<file path="src/rtl/i2c_master_arbiter_if.sv">
// Bus between the requester-side arbiter and the shared I2C master FSM.
// The master modport is the arbiter's view; slave is the requester/master-FSM side.
interface i2c_master_arbiter_if #(
    parameter int NREQ = 4
);
    logic [NREQ-1:0] req;
    logic [NREQ-1:0] rd_wr;
    logic [NREQ-1:0] gnt;
    logic [NREQ-1:0] done;
    logic            err;
    logic            master_busy;
    logic            fsm_select_;
    logic [7:0]      control_reg;
    logic [7:0]      reset_register;

    modport master (
        input  req, rd_wr, master_busy,
        output gnt, done, err, fsm_select_, control_reg, reset_register
    );

    modport slave (
        output req, rd_wr, master_busy,
        input  gnt, done, err, fsm_select_, control_reg, reset_register
    );
endinterface

</file>
<file path="src/rtl/i2c_master_arbiter.sv">
// Round-robin arbiter sequencing NREQ requesters onto one I2C master FSM.
// Optional hung-master recovery (timeout + reset command) under I2C_ARB_TIMEOUT_EN.
module i2c_master_arbiter #(
    parameter int NREQ        = 4,
    parameter int TIMEOUT_CYC = 1024,
    parameter int RST_HOLD    = 4
) (
    input  logic                  clk,
    input  logic                  rst_,
    i2c_master_arbiter_if.master  bus
);
    localparam int              PW       = $clog2(NREQ);
    localparam logic [NREQ-1:0] GNT_ONE  = NREQ'(1'b1);
    localparam logic [7:0]      CMD_RD   = 8'hAA;
    localparam logic [7:0]      CMD_WR   = 8'h55;
    localparam logic [7:0]      CMD_NONE = 8'h00;

`ifdef I2C_ARB_TIMEOUT_EN
    localparam int          CW        = (TIMEOUT_CYC > 1) ? $clog2(TIMEOUT_CYC) : 1;
    localparam logic [CW-1:0] CNT_LAST = CW'(TIMEOUT_CYC - 1);
    localparam logic [3:0]    HOLD_LAST = 4'(RST_HOLD - 1);
    localparam logic [7:0]    CMD_RST   = 8'hCC;

    typedef enum logic [2:0] {
        ST_IDLE    = 3'd0,
        ST_LAUNCH  = 3'd1,
        ST_RUN     = 3'd2,
        ST_RELEASE = 3'd3,
        ST_RECOVER = 3'd4
    } state_t;

    logic [CW-1:0] cnt_r, cnt_s;
    logic [3:0]    hold_r, hold_s;
    logic          abort_r, abort_s;
    logic          err_r, err_s;
    logic [7:0]    rstreg_r, rstreg_s;
`else
    typedef enum logic [2:0] {
        ST_IDLE    = 3'd0,
        ST_LAUNCH  = 3'd1,
        ST_RUN     = 3'd2,
        ST_RELEASE = 3'd3
    } state_t;

    logic unused_cfg_s;
    assign unused_cfg_s = ^{TIMEOUT_CYC[0], RST_HOLD[0]};
`endif

    state_t          state_r, state_s;
    logic [PW-1:0]   ptr_r, ptr_s;
    logic [PW-1:0]   winner_r, winner_s;
    logic [NREQ-1:0] gnt_r, gnt_s;
    logic [NREQ-1:0] done_r, done_s;
    logic            fsel_r, fsel_s;
    logic [7:0]      ctrl_r, ctrl_s;
    logic [PW-1:0]   pick_s, cand_s;
    logic            found_s;

    // Round-robin search: first requesting index at or after ptr, wrapping.
    always_comb begin
        pick_s  = '0;
        cand_s  = '0;
        found_s = 1'b0;
        for (int i = 0; i < NREQ; i++) begin
            if (int'(ptr_r) + i >= NREQ) begin
                cand_s = PW'(int'(ptr_r) + i - NREQ);
            end else begin
                cand_s = PW'(int'(ptr_r) + i);
            end
            if (!found_s && bus.req[cand_s]) begin
                found_s = 1'b1;
                pick_s  = cand_s;
            end else begin
                found_s = found_s;
            end
        end
    end

    // Next-state and next-output logic for the sequencer.
    always_comb begin
        state_s  = state_r;
        ptr_s    = ptr_r;
        winner_s = winner_r;
        gnt_s    = gnt_r;
        done_s   = '0;
        fsel_s   = fsel_r;
        ctrl_s   = ctrl_r;
`ifdef I2C_ARB_TIMEOUT_EN
        cnt_s    = cnt_r;
        hold_s   = hold_r;
        abort_s  = abort_r;
        err_s    = 1'b0;
        rstreg_s = rstreg_r;
`endif
        case (state_r)
            ST_IDLE: begin
                if (found_s) begin
                    winner_s = pick_s;
                    gnt_s    = GNT_ONE << pick_s;
                    fsel_s   = 1'b0;
                    ctrl_s   = bus.rd_wr[pick_s] ? CMD_RD : CMD_WR;
                    state_s  = ST_LAUNCH;
`ifdef I2C_ARB_TIMEOUT_EN
                    cnt_s    = '0;
                    abort_s  = 1'b0;
`endif
                end else begin
                    state_s = ST_IDLE;
                end
            end
            ST_LAUNCH: begin
                if (bus.master_busy) begin
                    state_s = ST_RUN;
`ifdef I2C_ARB_TIMEOUT_EN
                    cnt_s   = '0;
                end else if (cnt_r == CNT_LAST) begin
                    state_s  = ST_RECOVER;
                    rstreg_s = CMD_RST;
                    hold_s   = 4'd0;
                end else begin
                    cnt_s = cnt_r + CW'(1);
`else
                end else begin
                    state_s = ST_LAUNCH;
`endif
                end
            end
            ST_RUN: begin
                // Completion wins over a timeout reached in the same cycle.
                if (!bus.master_busy) begin
                    state_s = ST_RELEASE;
`ifdef I2C_ARB_TIMEOUT_EN
                end else if (cnt_r == CNT_LAST) begin
                    state_s  = ST_RECOVER;
                    rstreg_s = CMD_RST;
                    hold_s   = 4'd0;
                end else begin
                    cnt_s = cnt_r + CW'(1);
`else
                end else begin
                    state_s = ST_RUN;
`endif
                end
            end
            ST_RELEASE: begin
                done_s  = gnt_r;
                gnt_s   = '0;
                fsel_s  = 1'b1;
                ctrl_s  = CMD_NONE;
                ptr_s   = (winner_r == PW'(NREQ - 1)) ? '0 : winner_r + PW'(1);
                state_s = ST_IDLE;
`ifdef I2C_ARB_TIMEOUT_EN
                err_s   = abort_r;
`endif
            end
`ifdef I2C_ARB_TIMEOUT_EN
            ST_RECOVER: begin
                if (hold_r == HOLD_LAST) begin
                    rstreg_s = CMD_NONE;
                    abort_s  = 1'b1;
                    state_s  = ST_RELEASE;
                end else begin
                    hold_s = hold_r + 4'd1;
                end
            end
`endif
            default: begin
                state_s = ST_IDLE;
                gnt_s   = '0;
                fsel_s  = 1'b1;
                ctrl_s  = CMD_NONE;
`ifdef I2C_ARB_TIMEOUT_EN
                rstreg_s = CMD_NONE;
`endif
            end
        endcase
    end

    // State and registered outputs, cleared asynchronously.
    always_ff @(posedge clk or negedge rst_) begin
        if (!rst_) begin
            state_r  <= ST_IDLE;
            ptr_r    <= '0;
            winner_r <= '0;
            gnt_r    <= '0;
            done_r   <= '0;
            fsel_r   <= 1'b1;
            ctrl_r   <= CMD_NONE;
`ifdef I2C_ARB_TIMEOUT_EN
            cnt_r    <= '0;
            hold_r   <= 4'd0;
            abort_r  <= 1'b0;
            err_r    <= 1'b0;
            rstreg_r <= CMD_NONE;
`endif
        end else begin
            state_r  <= state_s;
            ptr_r    <= ptr_s;
            winner_r <= winner_s;
            gnt_r    <= gnt_s;
            done_r   <= done_s;
            fsel_r   <= fsel_s;
            ctrl_r   <= ctrl_s;
`ifdef I2C_ARB_TIMEOUT_EN
            cnt_r    <= cnt_s;
            hold_r   <= hold_s;
            abort_r  <= abort_s;
            err_r    <= err_s;
            rstreg_r <= rstreg_s;
`endif
        end
    end

    assign bus.gnt         = gnt_r;
    assign bus.done        = done_r;
    assign bus.fsm_select_ = fsel_r;
    assign bus.control_reg = ctrl_r;
`ifdef I2C_ARB_TIMEOUT_EN
    assign bus.err            = err_r;
    assign bus.reset_register = rstreg_r;
`else
    assign bus.err            = 1'b0;
    assign bus.reset_register = CMD_NONE;
`endif
endmodule
</file>
<file path="src/flat_wrapper.sv">
// flat-port wrapper written by rule: the top's interface ports become plain ports
module i2c_master_arbiter_flat 
#(
    parameter int NREQ        = 4,
    parameter int TIMEOUT_CYC = 1024,
    parameter int RST_HOLD    = 4
)
  (clk, rst_, bus_req, bus_rd_wr, bus_master_busy, bus_gnt, bus_done, bus_err, bus_fsm_select_, bus_control_reg, bus_reset_register);
  i2c_master_arbiter_if #(.NREQ(NREQ)) bus_i ();
  input  logic clk;
  input  logic rst_;
  input wire logic [$bits(bus_i.req)-1:0] bus_req;
  input wire logic [$bits(bus_i.rd_wr)-1:0] bus_rd_wr;
  input wire logic [$bits(bus_i.master_busy)-1:0] bus_master_busy;
  output wire logic [$bits(bus_i.gnt)-1:0] bus_gnt;
  output wire logic [$bits(bus_i.done)-1:0] bus_done;
  output wire logic [$bits(bus_i.err)-1:0] bus_err;
  output wire logic [$bits(bus_i.fsm_select_)-1:0] bus_fsm_select_;
  output wire logic [$bits(bus_i.control_reg)-1:0] bus_control_reg;
  output wire logic [$bits(bus_i.reset_register)-1:0] bus_reset_register;
  assign bus_i.req = bus_req;
  assign bus_i.rd_wr = bus_rd_wr;
  assign bus_i.master_busy = bus_master_busy;
  assign bus_gnt = bus_i.gnt;
  assign bus_done = bus_i.done;
  assign bus_err = bus_i.err;
  assign bus_fsm_select_ = bus_i.fsm_select_;
  assign bus_control_reg = bus_i.control_reg;
  assign bus_reset_register = bus_i.reset_register;
  i2c_master_arbiter #(.NREQ(NREQ), .TIMEOUT_CYC(TIMEOUT_CYC), .RST_HOLD(RST_HOLD)) u_core (.clk(clk), .rst_(rst_), .bus(bus_i));
endmodule
</file>
<file path="config.mk">
export PLATFORM = sky130hd
export DESIGN_NAME = i2c_master_arbiter_flat
export DESIGN_NICKNAME = d
export VERILOG_FILES = /design/src/rtl/i2c_master_arbiter_if.sv /design/src/rtl/i2c_master_arbiter.sv /design/src/flat_wrapper.sv
export SDC_FILE = /design/constraint.sdc
export NUM_CORES = 1
export LEC_CHECK = 0
export BUFFER_PORTS_ARGS = -buffer_cell sky130_fd_sc_hd__buf_2
export CAP_MARGIN = 40
export CORE_ASPECT_RATIO = 1.1
export CORE_MARGIN = 8
export CORE_UTILIZATION = 50
export CTS_BUF_LIST = sky130_fd_sc_hd__clkbuf_4 sky130_fd_sc_hd__clkbuf_8
export DETAILED_ROUTE_END_ITERATION = 16
export GPL_ROUTABILITY_DRIVEN = 1
export PLACE_DENSITY = 0.81
export SLEW_MARGIN = 20
export SYNTH_ARGS = -nofsm -noshare
export SYNTH_HDL_FRONTEND = slang
export SYNTH_SLANG_ARGS = --single-unit
</file>
<file path="constraint.sdc">
create_clock -name clk -period 1.85 [get_ports clk]
set_input_delay 0 -clock clk [delete_from_list [all_inputs] [get_ports clk]]
set_output_delay 0 -clock clk [all_outputs]
set_load 0.01 [all_outputs]
</file>
* Yosys cells after proc, flatten, opt, wreduce, memory -nomap -nowiden
Index checks and enable logic that the tools add are counted.
Word-level totals: register bits after elaboration 24, bits in latches 0, RAM bits 0, memory bits (read-only) 0, input port bits 11, output and inout port bits 26, logic and storage cells 76, memories 0
Operators by class: add/subtract/negate cells 8, $mul 0, divide/modulo/power cells 0, $lt $le $gt $ge 9, eq/ne operators 5, shifts and indexed selects 1, muxes and demuxes 35, bitwise operators 1, reduce and logical (&&, ||, !) cells 10
Operator list (number):
- $mux W2 | 10
- $mux W8 | 2
- $pmux W8 S2 | 1
- $lt A2 B3 Y1 const B | 5
- $mux W1 | 12
- $bmux W1 S2 | 5
- $ge A3 B3 Y1 const B | 3
- $pmux W3 S3 | 1
- $mux W4 | 2
- $pmux W4 S2 | 1
- $sub A2 B1 Y2 const B | 4
- $add A2 B2 Y3 const B | 2
- $eq A3 B2 Y1 const B | 2
- $reduce_and A2 Y1 | 2
- $shl A1 B2 Y4 const A | 1
- $add A2 B1 Y3 const B | 1
- $eq A3 B1 Y1 const B | 1
- $ge A2 B3 Y1 const B | 1
- $logic_and A1 B1 Y1 | 3
- $logic_not A1 Y1 | 3
- $logic_not A3 Y1 | 1
- $add A2 B1 Y2 const B | 1
- $eq A2 B2 Y1 const B | 1
- $ne A2 B1 Y1 const B | 1
- 3 further kinds | 3

* Longest topological paths before layout
depth in word-level cells 19, depth in mapped cells 7, depth with buffers taken out 7

* Worst setup path before layout
OpenSTA, ideal clock, no wires.
path type register to register, start reg u_core.state_r[1], end reg u_core.ctrl_r[6] (netlist: u_core.bus.control_reg[6]), library setup time 0.081 ns, data arrival time 1.594 ns, data required time 1.769 ns, setup slack 0.175 ns, stages on the path, launching flop included 7, path buffers 0, clock period less this slack 1.675 ns, cell sequence dfrtp_1 inv_1 ha_1 o41ai_4 or4_4 nand3b_1 o211ai_2
Between the ends: word-level cells in the longest chain between the ends 4, elaborated cells between the ends (all ways) 8, classes of those cells eq/ne (3); mux (1); bitwise (1); reduce/logical (3)
Ends and longest elaborated chain:
- start: declaration | RTL line i2c_master_arbiter.sv:49 | state_t state_r, state_s;
- start signal: assignment | RTL line i2c_master_arbiter.sv:197 | state_r <= state_s;
- $eq A3 B1 Y1 / $eq A3 B2 Y1 (equally long branches) | RTL line i2c_master_arbiter.sv:95 | case (state_r)
- $reduce_or A2 Y1 (no line)
- $not A1 Y1 (no line)
- $reduce_and A2 Y1 (no line)
- end signal: assignment | RTL line i2c_master_arbiter.sv:203 | ctrl_r <= ctrl_s;
- end: declaration | RTL line i2c_master_arbiter.sv:55 | logic [7:0] ctrl_r, ctrl_s;
Several ways; a longest one is shown, not always the timed one. A chain may end at the register's enable or synchronous reset.

* Worst setup path in the final report
start reg u_core.state_r[0], end reg u_core.ctrl_r[6] (netlist: u_core.bus.control_reg[6])
Same word-level chain as after synthesis.

==> impl_metrics.yaml <==
timing:
  report.final.hold_viol_count: 0
  finalWorstSetupSlack_ps: 89.54
  timing.max_slew.rel_slack: 0.6272
  maxClockFrequency_mhz: 568.0
  setup_tns_ps: 0
  worstMarginPinSlew_ps: 553.3
  setup-violations-final: 0
  period_share: 0.9516
  period_minus_slack_ps: 1760
  finalClockSkew_ps: 3.903
  slew_violations: 0
  final.hold.worst_slack_ps: 45.11
worst_setup_path:
  worst-endpoint-required_ps: 2080
  critical_path_cell_count: 6
  timing.critical_path.from_type: "flop"
  critPathMaxStageDelay_ps: 560
  crit_arrival_ps: 1990
  path_buf_inv: 1
  worst_setup_path_end_kind: "flop"
  worstSetupPathType: "flop to flop"
  worst-path-max-fanout: 7
  reg2reg_slack_ps: 90
  cell_chain_critical_path: "inv_1, ha_2, o41ai_4, or4_4, nand3b_1, o211ai_2"
  crit_path_max_delay_family: "simple AND/OR/NAND/NOR gates"
  reg2reg_depth: 6
  cpMaxStageDelayCell: "sky130_fd_sc_hd__or4_4"
logic_synthesis:
  syn_area_per_cell_um2: 9.789
  yosys.cell_types.count: 30
  asyncSetResetFlopFracSynth: 1.000
  post_synth_instance_area_um2: 998.5
  synth_sequential_area_ratio: 0.4273
  post_synth_edffs: 0
  synth.ff_latch_count: 17
  synthesis.instances: 102
  ys.flop_type: "sky130_fd_sc_hd__dfrtp_1"
  synth.yosys.warnings: 0
place:
  place.detailed.hpwl_um: 1658
  pre_cts_ws_ps: 79.29
  place.port_buffers: 27
  routabilityCongestion: 0.9578
  post-place-cells: 149
die:
  floorplan.initialDensity: 0.5102
  die-area_mm2: 0.003685
  chipWidth_um: 58.61
  floorplan.core_area_mm2: 0.001957
  rows: 17
  io_pins: 37
  dieHeight_um: 62.87
grt:
  number_of_antenna_violations_at_the_first_check_in_global_routing: 0
  global_route_wire_length_before_repair_um: 3567
  grt.total_usage: 0.1216
  number_of_global_route_vias_before_repair: 773
  grt_start_max_net_pins: 18
  grt.overflow.total: 0
finish:
  final_core_utilization: 0.5946
  insertedDiodeCount: 0
  layout.area.seq_um2: 426.7
  final_net_count: 149
  area_growth_pct: 16.54
  multi_input_area_um2: 471.7
  final_layout_size_suffix_gt1_frac: 0.3130
  fillers: 174
  finish.cell_count_without_fillers: 159
pwr:
  power-per-cell-area_mw_per_mm2: 1425
  peakVddDrop_mv: 0.7210
  total_leakage_power_nw: 0.6278
worst_hold_path:
  worst_hold_path_type: "primary input to flop"
  whs_path_depth: 4
detailed_routing:
  routed_wl_um: 2139
  route.detailed.drc: 0
  avgViaCountPerCell: 4.937
  drt_pass1_iterations: 4
  detailedRoute.firstIterationViolations: 21
  wl_per_cell_um: 13.45
  routed-via-count: 785
  drtAntennaViolNets: 0
clocking:
  cts.reportedPaths.clkPinSlew_ps: 100
  clock_path_buffers: 2
  cts-buffers-inserted: 3
  root_buffer: "sky130_fd_sc_hd__clkbuf_4"
  clock-sinks: 17
  clkLatencyLatePin_ps: 300
  htree_num_levels: 1
  cts_tree: "done"
status:
  run_status: "finished clean"
run:
  max-cap-violations: 0
==> Yosys cell counts (2+ instances only) <==
library cell               instances  area [um^2]
sky130_fd_sc_hd__a21o_1            2        15.01
sky130_fd_sc_hd__a21oi_1           6        30.03
sky130_fd_sc_hd__and2_1            4        25.02
sky130_fd_sc_hd__buf_4            15        112.6
sky130_fd_sc_hd__dfrtp_1          16        400.4
sky130_fd_sc_hd__ha_1              6        75.07
sky130_fd_sc_hd__inv_1             4        15.01
sky130_fd_sc_hd__nand2_1          11        41.29
sky130_fd_sc_hd__nand2b_1          2        12.51
sky130_fd_sc_hd__nand3_1           3        15.01
sky130_fd_sc_hd__nor2_1            3        11.26
sky130_fd_sc_hd__o21ai_0          11        55.05
sky130_fd_sc_hd__o31ai_1           2        15.01
==> worst paths after layout <==
check	end	from
max in group asynchronous	u_core.bus.fsm_select_	rst_
worst max register to register	u_core.bus.control_reg[6]	u_core.state_r[0]
min in group asynchronous	u_core.bus.done[1]	rst_
worst max-delay path	u_core.bus.control_reg[6]	u_core.state_r[0]
worst min-delay path	u_core.bus.control_reg[6]	bus_rd_wr[1]
worst min register to register	u_core.bus.fsm_select_	u_core.bus.fsm_select_
==> logic make-up after synthesis <==
family          synth area share
mux                      0.02130
flops                     0.4273
fa+ha+maj                0.07519
simple gates              0.1441
compound gates            0.1955
buf+inv                   0.1328
other cells             0.003756
==> cell usage in the layout (no fill, tap or decap), types with 2 or more instances in the layout <==
| cell type | synthesis | layout |
|---|---|---|
| sky130_fd_sc_hd__buf_2 | 0 | 27 |
| sky130_fd_sc_hd__dfrtp_1 | 16 | 16 |
| sky130_fd_sc_hd__o21ai_0 | 11 | 11 |
| sky130_fd_sc_hd__nand2_1 | 11 | 11 |
| sky130_fd_sc_hd__conb_1 | 1 | 9 |
| sky130_fd_sc_hd__a21oi_1 | 6 | 6 |
| sky130_fd_sc_hd__ha_1 | 6 | 5 |
| sky130_fd_sc_hd__inv_1 | 4 | 4 |
| sky130_fd_sc_hd__and2_1 | 4 | 4 |
| sky130_fd_sc_hd__clkbuf_4 | 0 | 4 |
| sky130_fd_sc_hd__buf_4 | 15 | 4 |
| sky130_fd_sc_hd__nand3_1 | 3 | 3 |
| sky130_fd_sc_hd__nor2_1 | 3 | 3 |
| sky130_fd_sc_hd__nand2b_1 | 2 | 2 |
| sky130_fd_sc_hd__o31ai_1 | 2 | 2 |
| sky130_fd_sc_hd__a21o_1 | 2 | 2 |
| sky130_fd_sc_hd__dlygate4sd3_1 | 0 | 2 |
==> per-stage QoR <==
stage                     cell area, um^2  total power [mW]
final                                1164             1.659
after CTS                            1131             1.594
after floorplan                      1028             1.185
after global placement               1081             1.341
after global routing                 1164             1.793
after detailed placement             1081             1.377
==> layout make-up <==
type,count,share of cell area
Multi-Input combinational cell,73,0.4054
Clock buffer,4,0.02581
Inverter,4,0.01290
Sequential cell,17,0.3667
Tap cell,28,0.03011
Timing Repair Buffer,33,0.1591
==> worst min-delay path: cells and delay by family <==
family,cells,cell delay [ps]
AND/OR/NAND/NOR,2,160
buffers and inverters,1,80
AO/OA/AOI/OAI,1,70
==> power by group <==
part           switching, mW  total, mW  internal [mW]
Sequential             0.104      0.610          0.507
Combinational          0.459      0.829          0.370
Clock                  0.120      0.219         0.0988
Total                  0.683       1.66          0.975
==> metal layers <==
metal  global-route usage  vias up  share of wire
met5                    0        -              0
met4              0.06587        0          0.024
met3              0.04321        9          0.085
met2               0.2030       27           0.50
met1               0.1280      360           0.39
li1                     -      389              -
==> repair_timing <==
item / 4_1_cts / 5_1_grt
buffers inserted: 0 / 4
endpoints found under the hold margin: 19 / 0
hold buffers: 2 / 0
setup endpoints to repair: 0 / 3
gates resized for setup: 0 / 1
No activity file was read; power rests on OpenSTA's default activity.
